<file path="config.mk">
export PLATFORM = sky130hd
export DESIGN_NAME = fft_addr_sequencer
export DESIGN_NICKNAME = d
export VERILOG_FILES = /design/src/rtl/fft_addr_sequencer.sv
export SDC_FILE = /design/constraint.sdc
export NUM_CORES = 1
export LEC_CHECK = 0
export CORE_MARGIN = 8
export CORE_UTILIZATION = 30
export CTS_BUF_LIST = sky130_fd_sc_hd__clkbuf_4 sky130_fd_sc_hd__clkbuf_8
export CTS_CLUSTER_DIAMETER = 150
export DETAILED_ROUTE_END_ITERATION = 10
export SYNTH_ARGS = -nofsm -noshare
export SYNTH_HDL_FRONTEND = slang
export SYNTH_SLANG_ARGS = --single-unit
</file>
<file path="constraint.sdc">
create_clock -name clk -period 3.05 [get_ports clk]
set_input_delay 0.61 -clock clk [delete_from_list [all_inputs] [get_ports clk]]
set_output_delay 0.61 -clock clk [all_outputs]
set_load 0.005 [all_outputs]
</file>
<file path="src/rtl/fft_addr_sequencer.sv">
// Radix-2 DIT FFT butterfly address / twiddle sequencer (bit-reversed input order).
// Ports: clk, rst (sync, active-high); start, abort, bf_ready in;
//        bf_valid, addr_a, addr_b, twiddle_idx, stage, last_in_stage, busy, done out.
module fft_addr_sequencer #(
    parameter int LOG2_N    = 10,
    parameter int STAGE_GAP = 4
) (
    input  logic              clk,
    input  logic              rst,
    input  logic              start,
    input  logic              abort,
    input  logic              bf_ready,
    output logic              bf_valid,
    output logic [LOG2_N-1:0] addr_a,
    output logic [LOG2_N-1:0] addr_b,
    output logic [LOG2_N-2:0] twiddle_idx,
    output logic [3:0]        stage,
    output logic              last_in_stage,
    output logic              busy,
    output logic              done
);

    typedef enum logic [1:0] {IDLE, RUN, GAP, FIN} state_t;

    localparam logic [3:0]        LAST_STAGE = 4'(LOG2_N - 1);
    localparam logic [3:0]        GAP_LOAD   = 4'(STAGE_GAP - 1);
    localparam logic [LOG2_N-2:0] J_ONE      = (LOG2_N - 1)'(1);
    localparam logic [LOG2_N-1:0] N_ONE      = LOG2_N'(1);

    state_t            state_q, state_d;
    logic [3:0]        stage_q, stage_d;
    logic [LOG2_N-2:0] j_q, j_d;
    logic [3:0]        gap_q, gap_d;

    logic              run;
    logic              j_last;
    logic              stage_last;
    logic [LOG2_N-1:0] jx;
    logic [LOG2_N-1:0] lo_mask;
    logic [LOG2_N-1:0] lo;
    logic [LOG2_N-1:0] hi;
    logic [LOG2_N-1:0] a;
    logic [LOG2_N-1:0] half;
    logic [LOG2_N-2:0] tw;

    assign run        = (state_q == RUN);
    assign j_last     = (j_q == '1);
    assign stage_last = (stage_q == LAST_STAGE);

    // addr_a is j with a zero bit inserted at position stage;
    // addr_b sets that bit. The low bits below stage are the
    // position in the group, which scales into the twiddle index.
    always_comb begin
        jx      = {1'b0, j_q};
        lo_mask = ~({LOG2_N{1'b1}} << stage_q);
        lo      = jx & lo_mask;
        hi      = (jx & ~lo_mask) << 1;
        a       = hi | lo;
        half    = N_ONE << stage_q;
        tw      = lo[LOG2_N-2:0] << (LAST_STAGE - stage_q);
    end

    assign bf_valid      = run;
    assign addr_a        = run ? a : '0;
    assign addr_b        = run ? (a | half) : '0;
    assign twiddle_idx   = run ? tw : '0;
    assign last_in_stage = run & j_last;
    assign stage         = stage_q;
    assign busy          = (state_q == RUN) || (state_q == GAP);
    assign done          = (state_q == FIN);

    always_comb begin
        state_d = state_q;
        stage_d = stage_q;
        j_d     = j_q;
        gap_d   = gap_q;
        unique case (state_q)
            IDLE: begin
                if (start) begin
                    state_d = RUN;
                    stage_d = '0;
                    j_d     = '0;
                end
            end
            RUN: begin
                if (abort) begin
                    state_d = IDLE;
                    stage_d = '0;
                    j_d     = '0;
                end else if (bf_ready) begin
                    if (!j_last) begin
                        j_d = j_q + J_ONE;
                    end else begin
                        j_d = '0;
                        if (stage_last) begin
                            state_d = FIN;
                            stage_d = '0;
                        end else if (STAGE_GAP == 0) begin
                            stage_d = stage_q + 4'd1;
                        end else begin
                            state_d = GAP;
                            gap_d   = GAP_LOAD;
                        end
                    end
                end
            end
            GAP: begin
                if (abort) begin
                    state_d = IDLE;
                    stage_d = '0;
                    j_d     = '0;
                end else if (gap_q == 4'd0) begin
                    state_d = RUN;
                    stage_d = stage_q + 4'd1;
                end else begin
                    gap_d = gap_q - 4'd1;
                end
            end
            FIN: begin
                state_d = IDLE;
                stage_d = '0;
                j_d     = '0;
            end
            default: state_d = IDLE;
        endcase
    end

    always_ff @(posedge clk) begin
        if (rst) begin
            state_q <= IDLE;
            stage_q <= '0;
            j_q     <= '0;
            gap_q   <= '0;
        end else begin
            state_q <= state_d;
            stage_q <= stage_d;
            j_q     <= j_d;
            gap_q   <= gap_d;
        end
    end

endmodule
</file>
# Word-level counts from Yosys, hierarchy flattened
# Index checks and enable logic that the tools add are counted.
[word_totals]
register_bits = 19
word_cells = 75
[op_classes]
n_addsub = 4
eq_ne = 17
shifts = 3
mux = 32
bitwise_logic = 7
reduce_logical = 8
[op_table]
columns = ["cell", "count"]
rows = [
  ["2-to-1 mux 9 bit", 6],
  ["2-to-1 mux 4 bit", 13],
  ["one-hot mux 9 bit (4 select lines)", 1],
  ["2-to-1 mux 10 bit", 2],
  ["OR 10 bit", 2],
  ["one-hot mux 4 bit (4 select lines)", 1],
  ["inequality test 2 bit, second input constant", 7],
  ["2-to-1 mux 2 bit", 6],
  ["AND 9 x 10 -> 10 bit", 1],
  ["inverter 10 bit", 1],
  ["<< shifter 1 x 4 -> 10 bit, first input constant", 1],
  ["<< shifter 10 x 4 -> 10 bit, first input constant", 1],
  ["adder 9 x 1 -> 9 bit, second input constant", 1],
  ["AND 9 bit", 1],
  ["== test 9 bit, second input constant", 1],
  ["inequality test 3 x 2 -> 1 bit, second input constant", 3],
  ["inverter 9 bit", 1],
  ["<< shifter 9 x 4 -> 9 bit", 1],
  ["one-hot mux 2 bit (4 select lines)", 1],
  ["one-hot mux 4 bit (2 select lines)", 1],
  ["AND reduction 7 bit", 1],
  ["AND reduction 5 bit", 1],
  ["adder 4 x 1 -> 4 bit, second input constant", 1],
  ["== test 2 bit, second input constant", 2],
  ["14 further kinds", 14],
]

# Depth between registers and ports, before layout
[depth]
ltp_word = 7
ltp_mapped = 9
depth_no_buf = 8

# Least setup slack after synthesis
# OpenSTA, ideal clock, no wires.
[synth_timing]
path_kind = "reg2out"
start = "register stage_q[1], in the netlist stage[1]"
end = "output twiddle_idx[4]"
t_arrival_ns = 2.195
required_time_ns = 2.440
slack_ns = 0.245
path_stages_with_launch = 9
n_path_buf = 1
cell_sequence = "dfxtp_1 -> clkbuf_1 -> clkinv_1 -> ha_1 -> ha_1 -> nor3b_1 -> a31oi_1 -> o22a_1 -> a211oi_1"
[synth_via]
elab_chain_cells = 5
[synth_lines]
columns = ["element", "line_no", "rtl"]
rows = [
  ["start, declared", "31", "logic [3:0] stage_q, stage_d;"],
  ["start signal, assigned", "136", "stage_q <= stage_d;"],
  ["<< shifter 10 x 4 -> 10 bit", "55", "lo_mask = ~({LOG2_N{1'b1}} << stage_q);"],
  ["inverter 10 bit", "55", ""],
  ["AND 9 x 10 -> 10 bit", "56", "lo = jx & lo_mask;"],
  ["<< shifter 9 x 4 -> 9 bit (*)", "60", "tw = lo[LOG2_N-2:0] << (LAST_STAGE - stage_q);"],
  ["2-to-1 mux 9 bit (*)", "66", "assign twiddle_idx = run ? tw : '0;"],
  ["end, declared", "16", "output logic [LOG2_N-2:0] twiddle_idx,"],
]
# Every way passes the cells marked *; elsewhere a longest branch is shown, timed or not.

# Final worst setup path
[layout_timing]
start = "register stage_q[0], in the netlist stage[0]"
end = "output twiddle_idx[8]"
# The elaborated chain is that of the path after synthesis.

==> impl_metrics.toml <==
[route]
wl_met1_um = 2750
wl_met3_um = 348
ant_nets = 0
firstDrtPassIters = 4
dr_total_vias = 2132
drc = 0
routedWlPerCell_um = 15.6
wl_um = 6090
dr_wl_met2_um = 2860
viasPerCell = 5.47
drt_iter0_markers = 166
top_layer = "met4"

[final_layout]
drive_above_1_share_pct = 10.5
fillerInstances = 662
antennaDiodeCount = 0
syn2layout_area_growth_pct = 34.2
seqCellArea_um2 = 383
nets = 339
multi_input_area_um2 = 1470
stdcell_count = 390

[clock_network]
cts_sinks = 19
htreeDepth = 1
postCtsHoldBufs = 0
clockBufferDepth = 2
tritoncts = "done"
root_buffer = "clkbuf_8"
clk-insertion-delay-late_ns = 0.26
cts_buffers = 3
postCtsSetupRepairBufs = 0
clk_pin_slew_ns = 0.07

[setup_path]
r2r_cells = 8
r2r-end = "stage[3]"
critPathArrivalTime_ns = 2.37
r2r_start = "j_q[4]"
required_ns = 2.44
ff2ff_setup_slack_ns = 0.67
cp-startpoint = "stage[0]"
cp-start-kind = "flop"
crit_fanout = 14
worstSetupPathType = "reg -> out"
cp-end-kind = "primary output"
endpoint = "twiddle_idx[8]"

[timing]
clock_skew_ns = 0.00384
finalCriticalPeriod_ns = 2.98
hold_viol = 0
period_share_pct = 97.9
fmax_mhz = 335
setup_viol = 0
slew_violations = 0
worstMarginPinSlew_ns = 0.508
setup_tns_ns = 0
setup_slack_ns = 0.0653
relSlewSlack_pct = 66.0
rsz0062_at_grt = "yes"

[floorplanning]
rows = 29
start_util_pct = 30.8
dieArea_um2 = 9310
die-width_um = 96.5
pin_count = 42
die_h_um = 96.5
fp.coreArea_um2 = 6310

[run]
cap_violations = 0

[yosys]
ys_ff_latch = 19
synth-edff-count = 0
synthAdderAreaFrac_pct = 12.9
synth_top_area_cell = "dfxtp_1"
synthMuxAreaShare_pct = 1.54
synth-compound-area-share_pct = 29.4
synthArstFlopShare_pct = 0
synth_top_cell_area_share_pct = 19.6
synthSimpleGateAreaFrac_pct = 30.4
synth.area.top_cells = "dfxtp_1 (20%), ha_1 (13%), a21oi_1 (6.7%)"
synth_common_cells = "a21oi_1 (26), ha_1 (20), nor2_1 (20)"
yosysUniqueCellTypes = 53
yosysWarnings = 0
syn_inst = 267
ys.flop_type = "dfxtp_1"
synth_xor_area_share_pct = 0
syn-cell-area_um2 = 1940
synth_top_family_by_area = "simple AND/OR/NAND/NOR gates"
avgSynthCellArea_um2 = 7.28
synth.most_common_cell = "a21oi_1"
synth_seq_area_share_pct = 19.6
syn_nets = 292

[power_and_ir_drop]
p_per_area_nw_per_um2 = 271
vdd_drop_max_mv = 0.193
leakagePower_nw = 0.965
finalPower_w = 0.000707

[placement]
portBuffers = 41
gp_congestion = 0.835
dp.cells = 386
hpwl_um = 4650
place_ws_ns = 0.230

[global_routing]
track_usage_pct = 13.2
grt-ovfl-total = 0
grt_max_degree = 22
antenna_found_initial = 0
grt_pass1_vias = 2048
grt_pass1_wl_um = 9980

[min_path]
hold_class = "reg -> reg"

[outcome]
status = "finished, final reports clean"
## kinds of logic after synthesis
group / Yosys count
muxes: 3
adders and majority gates: 20
DFF: 19
and+or+nand+nor: 105
AOI/OAI and AO/OA: 88
buffers and inverters: 32
## worst min path at each step
stage | start | cells past startpoint | endpoint | slack [ns]
detailed placement | gap_q[3] | 2 | gap_q[3] | 0.48
global route | gap_q[3] | 2 | gap_q[3] | 0.52
global placement | gap_q[3] | 2 | gap_q[3] | 0.48
finish | gap_q[3] | 2 | gap_q[3] | 0.49
floorplan | gap_q[3] | 2 | gap_q[3] | 0.46
CTS | gap_q[3] | 2 | gap_q[3] | 0.50
## registers in the layout, summed over array words and instances, names as in the netlist
| register | flops |
|---|---|
| state_q | 2 |
| gap_q | 4 |
| j_q | 9 |
| stage | 4 |
## through the flow
| stage | cell area (µm²) | hold slack, ns | util (%) |
|---|---|---|---|
| after floorplan | 1940 | 0.456 | - |
| final | 2610 | 0.491 | 41.3 |
| after detailed placement | 2520 | 0.478 | 39.9 |
| after global routing | 2610 | 0.525 | 41.3 |
| after CTS | 2570 | 0.496 | 40.7 |
| after global placement | 2520 | 0.477 | 39.9 |
## critical path, cell delays in order (launching register included)
cell and delay, ns:
dfxtp_2 0.33, buf_4 0.18, ha_1 0.24, or3_1 0.34, a31oi_1 0.23, o22a_1 0.22
o221ai_1 0.12, clkdlybuf4s50_1 0.47
## cell usage in the layout, fill, tap and decap left out, drive strengths merged, types with 4 or more instances in the layout
| cell | Yosys | final |
|---|---|---|
| o21bai | 5 | 5 |
| o31ai | 8 | 8 |
| o22ai | 7 | 7 |
| nor2 | 20 | 20 |
| clkbuf | 14 | 4 |
| nor3 | 7 | 7 |
| o21ai | 11 | 11 |
| buf | 2 | 17 |
| nor2b | 7 | 7 |
| nand2 | 18 | 18 |
| clkdlybuf4s50 | 0 | 39 |
| or4 | 8 | 8 |
| nand2b | 6 | 6 |
| dfxtp | 19 | 19 |
| or3 | 5 | 5 |
| and2 | 4 | 4 |
| nand3 | 7 | 7 |
| ha | 20 | 20 |
| a21o | 4 | 4 |
| a31oi | 5 | 5 |
| inv | 14 | 14 |
| a21oi | 26 | 26 |
## layout make-up
cell class	instances	area share, %
Inverter	16	2.35
Multi-Input combinational cell	216	56.5
Timing Repair Buffer	58	21.0
Tap cell	77	3.69
Sequential cell	19	14.7
Clock buffer	4	1.87
## per-layer routing
layer | up-vias | GRT usage, %
li1 | 1085 | -
met4 | 0 | 4.04
met2 | 57 | 22.2
met5 | - | 0
met1 | 980 | 16.7
met3 | 10 | 2.16
## repair_timing
action | CTS | global route
gates resized for setup | 2 | 10
gates cloned | 0 | 0
endpoints found under the setup margin | 3 | 8
## power by group
part | leakage (nW) | switching (W) | total [W] | internal, W
Clock | 0.0262 | 0.0000871 | 0.000189 | 0.000102
Sequential | 0.155 | 0.0000125 | 0.000274 | 0.000262
Combinational | 0.784 | 0.000138 | 0.000243 | 0.000105
Total | 0.965 | 0.000238 | 0.000707 | 0.000469
Power figures use the tool's default switching activity.
